[config.mk]
export PLATFORM = sky130hd
export DESIGN_NAME = pkt_fifo
export DESIGN_NICKNAME = d
export VERILOG_FILES = /design/src/rtl/pkt_fifo.sv
export SDC_FILE = /design/constraint.sdc
export NUM_CORES = 2
export LEC_CHECK = 0
export ABC_AREA = 1
export BUFFER_PORTS_ARGS = -buffer_cell sky130_fd_sc_hd__buf_2
export CAP_MARGIN = 20
export CORE_UTILIZATION = 45
export CTS_BUF_LIST = sky130_fd_sc_hd__clkbuf_2
export CTS_CLUSTER_DIAMETER = 100
export DETAILED_ROUTE_END_ITERATION = 12
export HOLD_SLACK_MARGIN = 0.15
export SYNTH_ARGS = -nofsm -noshare
export SYNTH_HDL_FRONTEND = slang
export SYNTH_SLANG_ARGS = --single-unit
[constraint.sdc]
create_clock -name clk -period 5.15 [get_ports clk]
set_clock_uncertainty 0.05 [all_clocks]
set_input_delay 0.7725 -clock clk [delete_from_list [all_inputs] [get_ports clk]]
set_output_delay 0.7725 -clock clk [all_outputs]
set_load 0.01 [all_outputs]
[src/rtl/pkt_fifo.sv]
// Packet FIFO: bytes become readable only after their packet's last byte is committed; overflow drops the packet.
// Optional occupancy/packet statistics (lvl, pkt_cnt) are enabled with `define PKT_FIFO_STATS_EN.
module pkt_fifo #(
  parameter int AW = 8
) (
  input  logic        clk,
  input  logic        rst,
  input  logic [7:0]  wr_data,
  input  logic        wr_last,
  input  logic        wr_ena,
  output logic        wr_full,
  output logic [7:0]  rd_data,
  output logic        rd_last,
  input  logic        rd_ena,
  output logic        rd_empty,
  output logic        ovf,
  input  logic        ovf_clr,
  output logic [AW:0] lvl,
  output logic [AW:0] pkt_cnt
);

  localparam int DEPTH = 2 ** AW;
  localparam logic [AW:0] DEPTH_V = {1'b1, {AW{1'b0}}};
  localparam logic [AW:0] ONE_V   = {{AW{1'b0}}, 1'b1};

  typedef enum logic {ACCEPT, DISCARD} state_t;

  logic [8:0]  mem [DEPTH];
  logic [AW:0] wp_reg, cp_reg, rp_reg;
  logic [AW:0] used;
  logic [7:0]  rd_data_reg;
  logic        rd_last_reg;
  logic        ovf_reg;
  state_t      state_reg;
  logic        wr_acc, rd_fire;

  assign used     = wp_reg - rp_reg;
  assign wr_full  = (used == DEPTH_V);
  assign rd_empty = (rp_reg == cp_reg);
  assign wr_acc   = (state_reg == ACCEPT) && wr_ena && !wr_full;
  assign rd_fire  = rd_ena && !rd_empty;

  assign rd_data = rd_data_reg;
  assign rd_last = rd_last_reg;
  assign ovf     = ovf_reg;

  // Storage has no reset so it maps onto block RAM; the slot being written is never the slot being read.
  always_ff @(posedge clk) begin
    if (wr_acc)
      mem[wp_reg[AW-1:0]] <= {wr_last, wr_data};
  end

  always_ff @(posedge clk or posedge rst) begin
    if (rst) begin
      wp_reg      <= '0;
      cp_reg      <= '0;
      rp_reg      <= '0;
      rd_data_reg <= '0;
      rd_last_reg <= 1'b0;
      ovf_reg     <= 1'b0;
      state_reg   <= ACCEPT;
    end else begin
      if (rd_fire) begin
        rp_reg                     <= rp_reg + ONE_V;
        {rd_last_reg, rd_data_reg} <= mem[rp_reg[AW-1:0]];
      end
      if (ovf_clr)
        ovf_reg <= 1'b0;
      case (state_reg)
        ACCEPT: begin
          if (wr_ena) begin
            if (!wr_full) begin
              wp_reg <= wp_reg + ONE_V;
              if (wr_last)
                cp_reg <= wp_reg + ONE_V;
            end else begin
              // Rewind over the uncommitted bytes; a later set overrides ovf_clr above.
              wp_reg  <= cp_reg;
              ovf_reg <= 1'b1;
              if (!wr_last)
                state_reg <= DISCARD;
            end
          end
        end
        DISCARD: begin
          if (wr_ena && wr_last)
            state_reg <= ACCEPT;
        end
        default: state_reg <= ACCEPT;
      endcase
    end
  end

`ifdef PKT_FIFO_STATS_EN
  logic [AW:0] pkt_cnt_reg;
  logic        pkt_inc, pkt_dec;

  assign pkt_inc = wr_acc && wr_last;
  assign pkt_dec = rd_fire && mem[rp_reg[AW-1:0]][8];
  assign lvl     = cp_reg - rp_reg;
  assign pkt_cnt = pkt_cnt_reg;

  always_ff @(posedge clk or posedge rst) begin
    if (rst) begin
      pkt_cnt_reg <= '0;
    end else begin
      case ({pkt_inc, pkt_dec})
        2'b10:   pkt_cnt_reg <= pkt_cnt_reg + ONE_V;
        2'b01:   pkt_cnt_reg <= pkt_cnt_reg - ONE_V;
        default: pkt_cnt_reg <= pkt_cnt_reg;
      endcase
    end
  end
`else
  assign lvl     = '0;
  assign pkt_cnt = '0;
`endif

endmodule

=== Word level (Yosys, flattened, before mapping) ===
Memories as Yosys holds them, arrays and structs flattened. A register that Yosys moved wholly into a read port is not among the register bits.
Index checks and enable logic that the tools add are counted.

* Word-level logic and storage cells: 33
* RAM bits: 2304
* Bits of input ports: 14
* Memories kept: 1
* Bits in registers: 29

* Equality and inequality tests: 2
* Mux-type cells: 12
* Reduce and logical (&&, ||, !) cells: 8
* Add/subtract/negate cells: 3
* Bitwise gates (word level): 2

{| class="wikitable"
|+ Memory list
! memory !! depth !! bits a word !! read ports !! clocked after memory_dff !! write ports !! line !! source
|-
| mem || 256 || 9 || 1 || 1 || 1 || 28 || <nowiki>logic [8:0] mem [DEPTH];</nowiki>
|}

{| class="wikitable"
|+ Operators by type and width
! cell !! number
|-
| $add 9x1->9 const B || 2
|-
| $mux 1 || 10
|-
| $eq 9x9->1 || 1
|-
| $eq 9x9->1 const B || 1
|-
| $mux 9 || 1
|-
| $sub 9x9->9 || 1
|-
| $logic_and 1x1->1 || 4
|-
| $reduce_and 4->1 || 1
|-
| $logic_not 1->1 || 2
|-
| $not 1->1 || 2
|-
| $pmux 1 s2 || 1
|-
| $reduce_and 2->1 || 1
|}

=== Longest topological paths before layout ===
* Depth in word-level cells: 6
* Gate-level depth with buffers: 21
* Mapped depth without buffers: 17

=== Least setup slack after synthesis ===
Ideal clock, no wire load.

* Path kind: register to register
* Start point: register rp_reg[1]
* End point: memory mem[127][0] (enable)
* Arrival time: 3356 ps
* Required time: 4713 ps
* Path slack: 1357 ps
* Stages on the path, launching flop included: 19
* Period minus slack after synthesis: 3793 ps
* Setup time: 387 ps
* Path through: dfrtp_1 buf_4 inv_2 clkbuf_1 clkbuf_1 ha_1 nand2_1 nand2_1 a21oi_1 inv_1 nand2_1 nand3_1 nand2_1 nor2_1 nand4_2 buf_4 buf_6 nand2_1 nor3_1

* Longest elaborated chain between the ends: 6

{| class="wikitable"
|+ Ends and longest elaborated chain
! item !! line !! source
|-
| from (decl) || 29 || <nowiki>logic [AW:0] wp_reg, cp_reg, rp_reg;</nowiki>
|-
| from (signal assigned) || 64 || <nowiki>rp_reg <= rp_reg + ONE_V;</nowiki>
|-
| $sub 9x9->9 || 37 || <nowiki>assign used = wp_reg - rp_reg;</nowiki>
|-
| $eq 9x9->1 || 38 || <nowiki>assign wr_full = (used == DEPTH_V);</nowiki>
|-
| $logic_not 1->1 || -- ||
|-
| $logic_and 1x1->1 || 40 || <nowiki>assign wr_acc = (state_reg == ACCEPT) && wr_ena && !wr_full;</nowiki>
|-
| $mux 1 || 49 || <nowiki>if (wr_acc)</nowiki>
|-
| $mux 1 (not written as such) || 50 || <nowiki>mem[wp_reg[AW-1:0]] <= {wr_last, wr_data};</nowiki>
|-
| to (decl) || 28 ||
|}

Every way passes these cells.

=== Worst setup path after layout ===
* Start point: register wp_reg[3]
* End point: output wr_full

* Longest elaborated chain between the ends: 2

{| class="wikitable"
|+ Ends and longest elaborated chain
! item !! line !! source
|-
| from (decl) || 29 ||
|-
| from (signal assigned) || 73 || <nowiki>wp_reg <= wp_reg + ONE_V;</nowiki>
|-
| from (signal assigned) || 78 || <nowiki>wp_reg <= cp_reg;</nowiki>
|-
| $sub 9x9->9 || 37 ||
|-
| $eq 9x9->1 || 38 ||
|-
| to (decl) || 11 || <nowiki>output logic wr_full,</nowiki>
|}

Every way passes these cells.

==> metrics.txt <==
# TYPE chip_impl_metric gauge
chip_impl_metric{name="cap_violations",unit=""} 0
chip_impl_metric{name="synth_enable_flop_cells",unit=""} 2304
chip_impl_info{name="critical-path-top-cell-by-count",value="buf_6"} 1
chip_impl_metric{name="syn_inst",unit=""} 9094
chip_impl_info{name="postSynth.topFlopCell",value="edfxtp_1"} 1
chip_impl_metric{name="synth_cell_types",unit=""} 35
chip_impl_metric{name="syn_to_final_growth",unit="%"} 8.72
chip_impl_metric{name="globalRoute.totalOverflow",unit=""} 0
chip_impl_info{name="cts_tree",value="done"} 1
chip_impl_metric{name="initial_drc_count",unit=""} 7707
chip_impl_info{name="timing.critical_path.from_type",value="flip-flop"} 1
chip_impl_metric{name="hold_violations",unit=""} 0
chip_impl_metric{name="seq_area_frac_synth",unit="%"} 71.0
chip_impl_info{name="crit_type",value="flip-flop to primary output"} 1
chip_impl_metric{name="path_clk_slew",unit="ns"} 0.11
chip_impl_info{name="root_buffer",value="clkbuf_2"} 1
chip_impl_metric{name="max-vdd-ir-drop",unit="V"} 0.000677
chip_impl_info{name="worst_r2r_start",value="wp_reg[3]"} 1
chip_impl_info{name="crit_start",value="wp_reg[3]"} 1
chip_impl_metric{name="antenna_found_initial",unit=""} 12
chip_impl_metric{name="setup_slack",unit="ns"} 0.330
chip_impl_metric{name="post_layout_util",unit="%"} 49.3
chip_impl_metric{name="track_usage",unit="%"} 26.0
chip_impl_metric{name="die_h",unit="um"} 470
chip_impl_metric{name="detailroute.via_count",unit=""} 68367
chip_impl_metric{name="htree_levels",unit=""} 6
chip_impl_metric{name="final_period_utilization",unit="%"} 93.6
chip_impl_metric{name="period_minus_slack",unit="ns"} 4.82
chip_impl_metric{name="synth.cell_area",unit="sq um"} 98700
chip_impl_metric{name="dpl_worst_slack",unit="ns"} 0.474
chip_impl_metric{name="final.fill_count",unit=""} 19796
chip_impl_metric{name="seq_area",unit="sq um"} 70200
chip_impl_metric{name="fmaxAchievable",unit="MHz"} 207
chip_impl_metric{name="detailed_route_wire_length_per_cell",unit="um"} 23.1
chip_impl_metric{name="number_of_synthesized_register_bits",unit=""} 2342
chip_impl_metric{name="syn_area_per_cell",unit="sq um"} 10.9
chip_impl_metric{name="powerDensity",unit="nW/um^2"} 508
chip_impl_metric{name="pin_count_of_the_biggest_net_entering_global_routing",unit=""} 187
chip_impl_metric{name="critPathMaxFanout",unit=""} 9
chip_impl_metric{name="finalWeightedCongestion",unit=""} 0.931
chip_impl_metric{name="instances_no_fill",unit=""} 12639
chip_impl_metric{name="rows",unit=""} 171
chip_impl_metric{name="floorplan.core_area",unit="sq um"} 218000
chip_impl_metric{name="inserted_clock_buffers",unit=""} 604
chip_impl_metric{name="design.final.nets",unit=""} 9399
chip_impl_metric{name="cpPeakStageDelay",unit="ns"} 0.53
chip_impl_info{name="critPathSlowestCell",value="dfrtp_1"} 1
chip_impl_metric{name="vias_per_cell",unit=""} 5.41
chip_impl_metric{name="crit_arrival",unit="ns"} 4.00
chip_impl_metric{name="largest_reg_flops",unit=""} 2304
chip_impl_metric{name="grt_pass1_vias",unit=""} 66852
chip_impl_metric{name="setup_viol_count_final",unit=""} 0
chip_impl_info{name="cp_cell_sequence",value="ha_1 -> a21oi_1 -> nand2_1 -> nand4_1 -> buf_4 -> nand3_1 -> nand2_4 -> nor3b_4 -> buf_6 -> buf_6"} 1
chip_impl_metric{name="die_footprint",unit="sq um"} 221000
chip_impl_info{name="critical_path.endpoint_type",value="primary output"} 1
chip_impl_metric{name="relSlewSlack",unit="%"} 21.1
chip_impl_metric{name="dieWidth",unit="um"} 470
chip_impl_metric{name="ys.warnings.count",unit=""} 0
chip_impl_metric{name="numPlacedInstances",unit=""} 11574
chip_impl_metric{name="total_detailed_routing_wirelength",unit="um"} 292000
chip_impl_metric{name="fin_hold_ws",unit="ns"} 0.499
chip_impl_metric{name="detailed_place_hpwl",unit="um"} 164000
chip_impl_metric{name="io_pins",unit=""} 44
chip_impl_metric{name="numClockSinks",unit=""} 2342
chip_impl_metric{name="dr.pass1.iters",unit=""} 6
chip_impl_metric{name="worst-endpoint-required",unit="ns"} 4.33
chip_impl_metric{name="starting_density_of_the_core",unit="%"} 45.4
chip_impl_info{name="outcome",value="complete, no violations"} 1
chip_impl_metric{name="post_route_cells_drive_above_1_share",unit="%"} 11.8
chip_impl_info{name="worstHoldPathType",value="flip-flop to flip-flop"} 1
chip_impl_metric{name="power.leakage",unit="nW"} 41.0
chip_impl_metric{name="final_setup_tns",unit="ns"} 0
chip_impl_metric{name="clock_tree.buffer_depth",unit=""} 4
chip_impl_metric{name="maxSlewViolCount",unit=""} 0
chip_impl_metric{name="antenna_left",unit=""} 0
chip_impl_metric{name="detail_route.drc_violations",unit=""} 0
chip_impl_metric{name="multiInputGateArea",unit="sq um"} 23900
chip_impl_metric{name="io_buffer_count",unit=""} 25
chip_impl_metric{name="synth_async_sr_flop_share",unit="%"} 1.62
chip_impl_info{name="hold_start",value="cp_reg[1]"} 1
chip_impl_metric{name="grt_first_pass_wirelength",unit="um"} 428000
chip_impl_metric{name="worst_slew_pin_slew",unit="ns"} 1.18
chip_impl_metric{name="insertion_delay",unit="ns"} 1.83
path summary, 6_finish.rpt:
kind,slack [ns],cells after the start,endpoint
worst max-delay path,0.33,10,wr_full
worst min-delay path,0.50,2,cp_reg[1]
worst max register to register,0.68,12,mem[126][6]
worst min register to register,0.50,2,cp_reg[1]
max in group asynchronous,3.73,6,rp_reg[0]
min in group asynchronous,0.75,6,state_reg
cell usage after synthesis, types with 8 or more instances:
master,n,area share [%]
o21ai_0,653,3.3
o21ai_1,39,0.20
buf_2,198,1.0
nand4_1,25,0.16
a21oi_1,88,0.45
ha_1,13,0.16
o211ai_1,83,0.63
inv_1,588,2.2
xor2_1,25,0.22
nor2_1,1596,6.1
clkbuf_1,198,0.75
edfxtp_1,2304,70
buf_6,11,0.13
or2_2,17,0.11
o22ai_1,18,0.11
dfrtp_1,38,0.96
buf_1,69,0.26
clkinv_1,11,0.042
buf_4,71,0.54
nand3_1,704,3.6
nand2_1,2314,8.8
nand3_2,8,0.081
repair_timing:
item	CTS	global route
buffers inserted	5	1
endpoints found under the setup margin	2	2
hold buffers	39	0
pin swaps	3	6
resized for setup	20	8
endpoints found under the hold margin	2380	0
where the power goes:
group / switching [mW] / leakage, nW / internal [mW]
Sequential: 0.236 / 21.2 / 21.1
Clock: 7.47 / 3.95 / 4.67
Combinational: 15.6 / 15.9 / 5.39
Total: 23.3 / 41.0 / 31.2
per-layer routing:
| metal | GRT usage [%] | wire (um) | vias to the layer above |
|---|---|---|---|
| met5 | 0 | 44 | - |
| met4 | 11.0 | 11000 | 6 |
| met3 | 5.67 | 26600 | 553 |
| met2 | 40.1 | 133000 | 3417 |
| met1 | 35.6 | 121000 | 32922 |
| li1 | - | - | 31469 |
through the flow:
step	total power, mW	instance area (sq um)
finish	54.5	107000
global route	57.4	107000
CTS	54.4	107000
detailed placement	42.2	102000
global placement	42.2	101000
floorplan	34.6	98800
critical path, delay by kind of cell, from the launching register on:
family                   cells  cell delay, ns
flip-flops                   1            0.53
buffers and inverters        3            0.38
AND/OR/NAND/NOR              5            0.66
adder cells (fa/ha/maj)      1            0.42
AO/OA/AOI/OAI                1            0.17
cell type report:
class | count | share of cell area [%]
Inverter | 604 | 2.16
Clock buffer | 858 | 4.00
Clock inverter | 147 | 0.672
Timing Repair Buffer | 202 | 2.18
Sequential cell | 2342 | 65.3
Antenna cell | 14 | 0.0326
Multi-Input combinational cell | 5618 | 22.3
Tap cell | 2854 | 3.33
kinds of logic after synthesis:
family,count (synthesis),synth area share (%)
adders and majority gates,13,0.165
other,1,0.00380
buffers and inverters,1151,4.98
xor gates and xnor gates,27,0.239
AOI/OAI and AO/OA,884,4.72
and+or+nand+nor,4676,18.9
DFF,2342,71.0
layout by cell type, fill, tap and decap left out, types with 3 or more instances in the layout:
master / n
clkinv_2: 28
nor3_2: 3
nand2_4: 3
nand2_1: 2300
nand3_1: 695
inv_2: 14
o21ai_0: 653
ha_1: 10
nand4_1: 25
conb_1: 18
dlygate4sd3_1: 30
xor2_1: 25
o21ai_1: 39
nand3_2: 17
diode_2: 14
a21oi_1: 86
o211ai_1: 83
dfrtp_4: 3
buf_16: 10
nand2_2: 11
edfxtp_1: 2304
clkinvlp_4: 3
buf_8: 9
o22ai_1: 18
or2_2: 17
buf_2: 15
clkinv_1: 113
inv_1: 583
bufinv_16: 5
nor2_1: 1593
dfrtp_1: 33
buf_4: 95
clkbuf_2: 858
nor3_1: 3
buf_12: 41
Power figures use the tool's default switching activity.
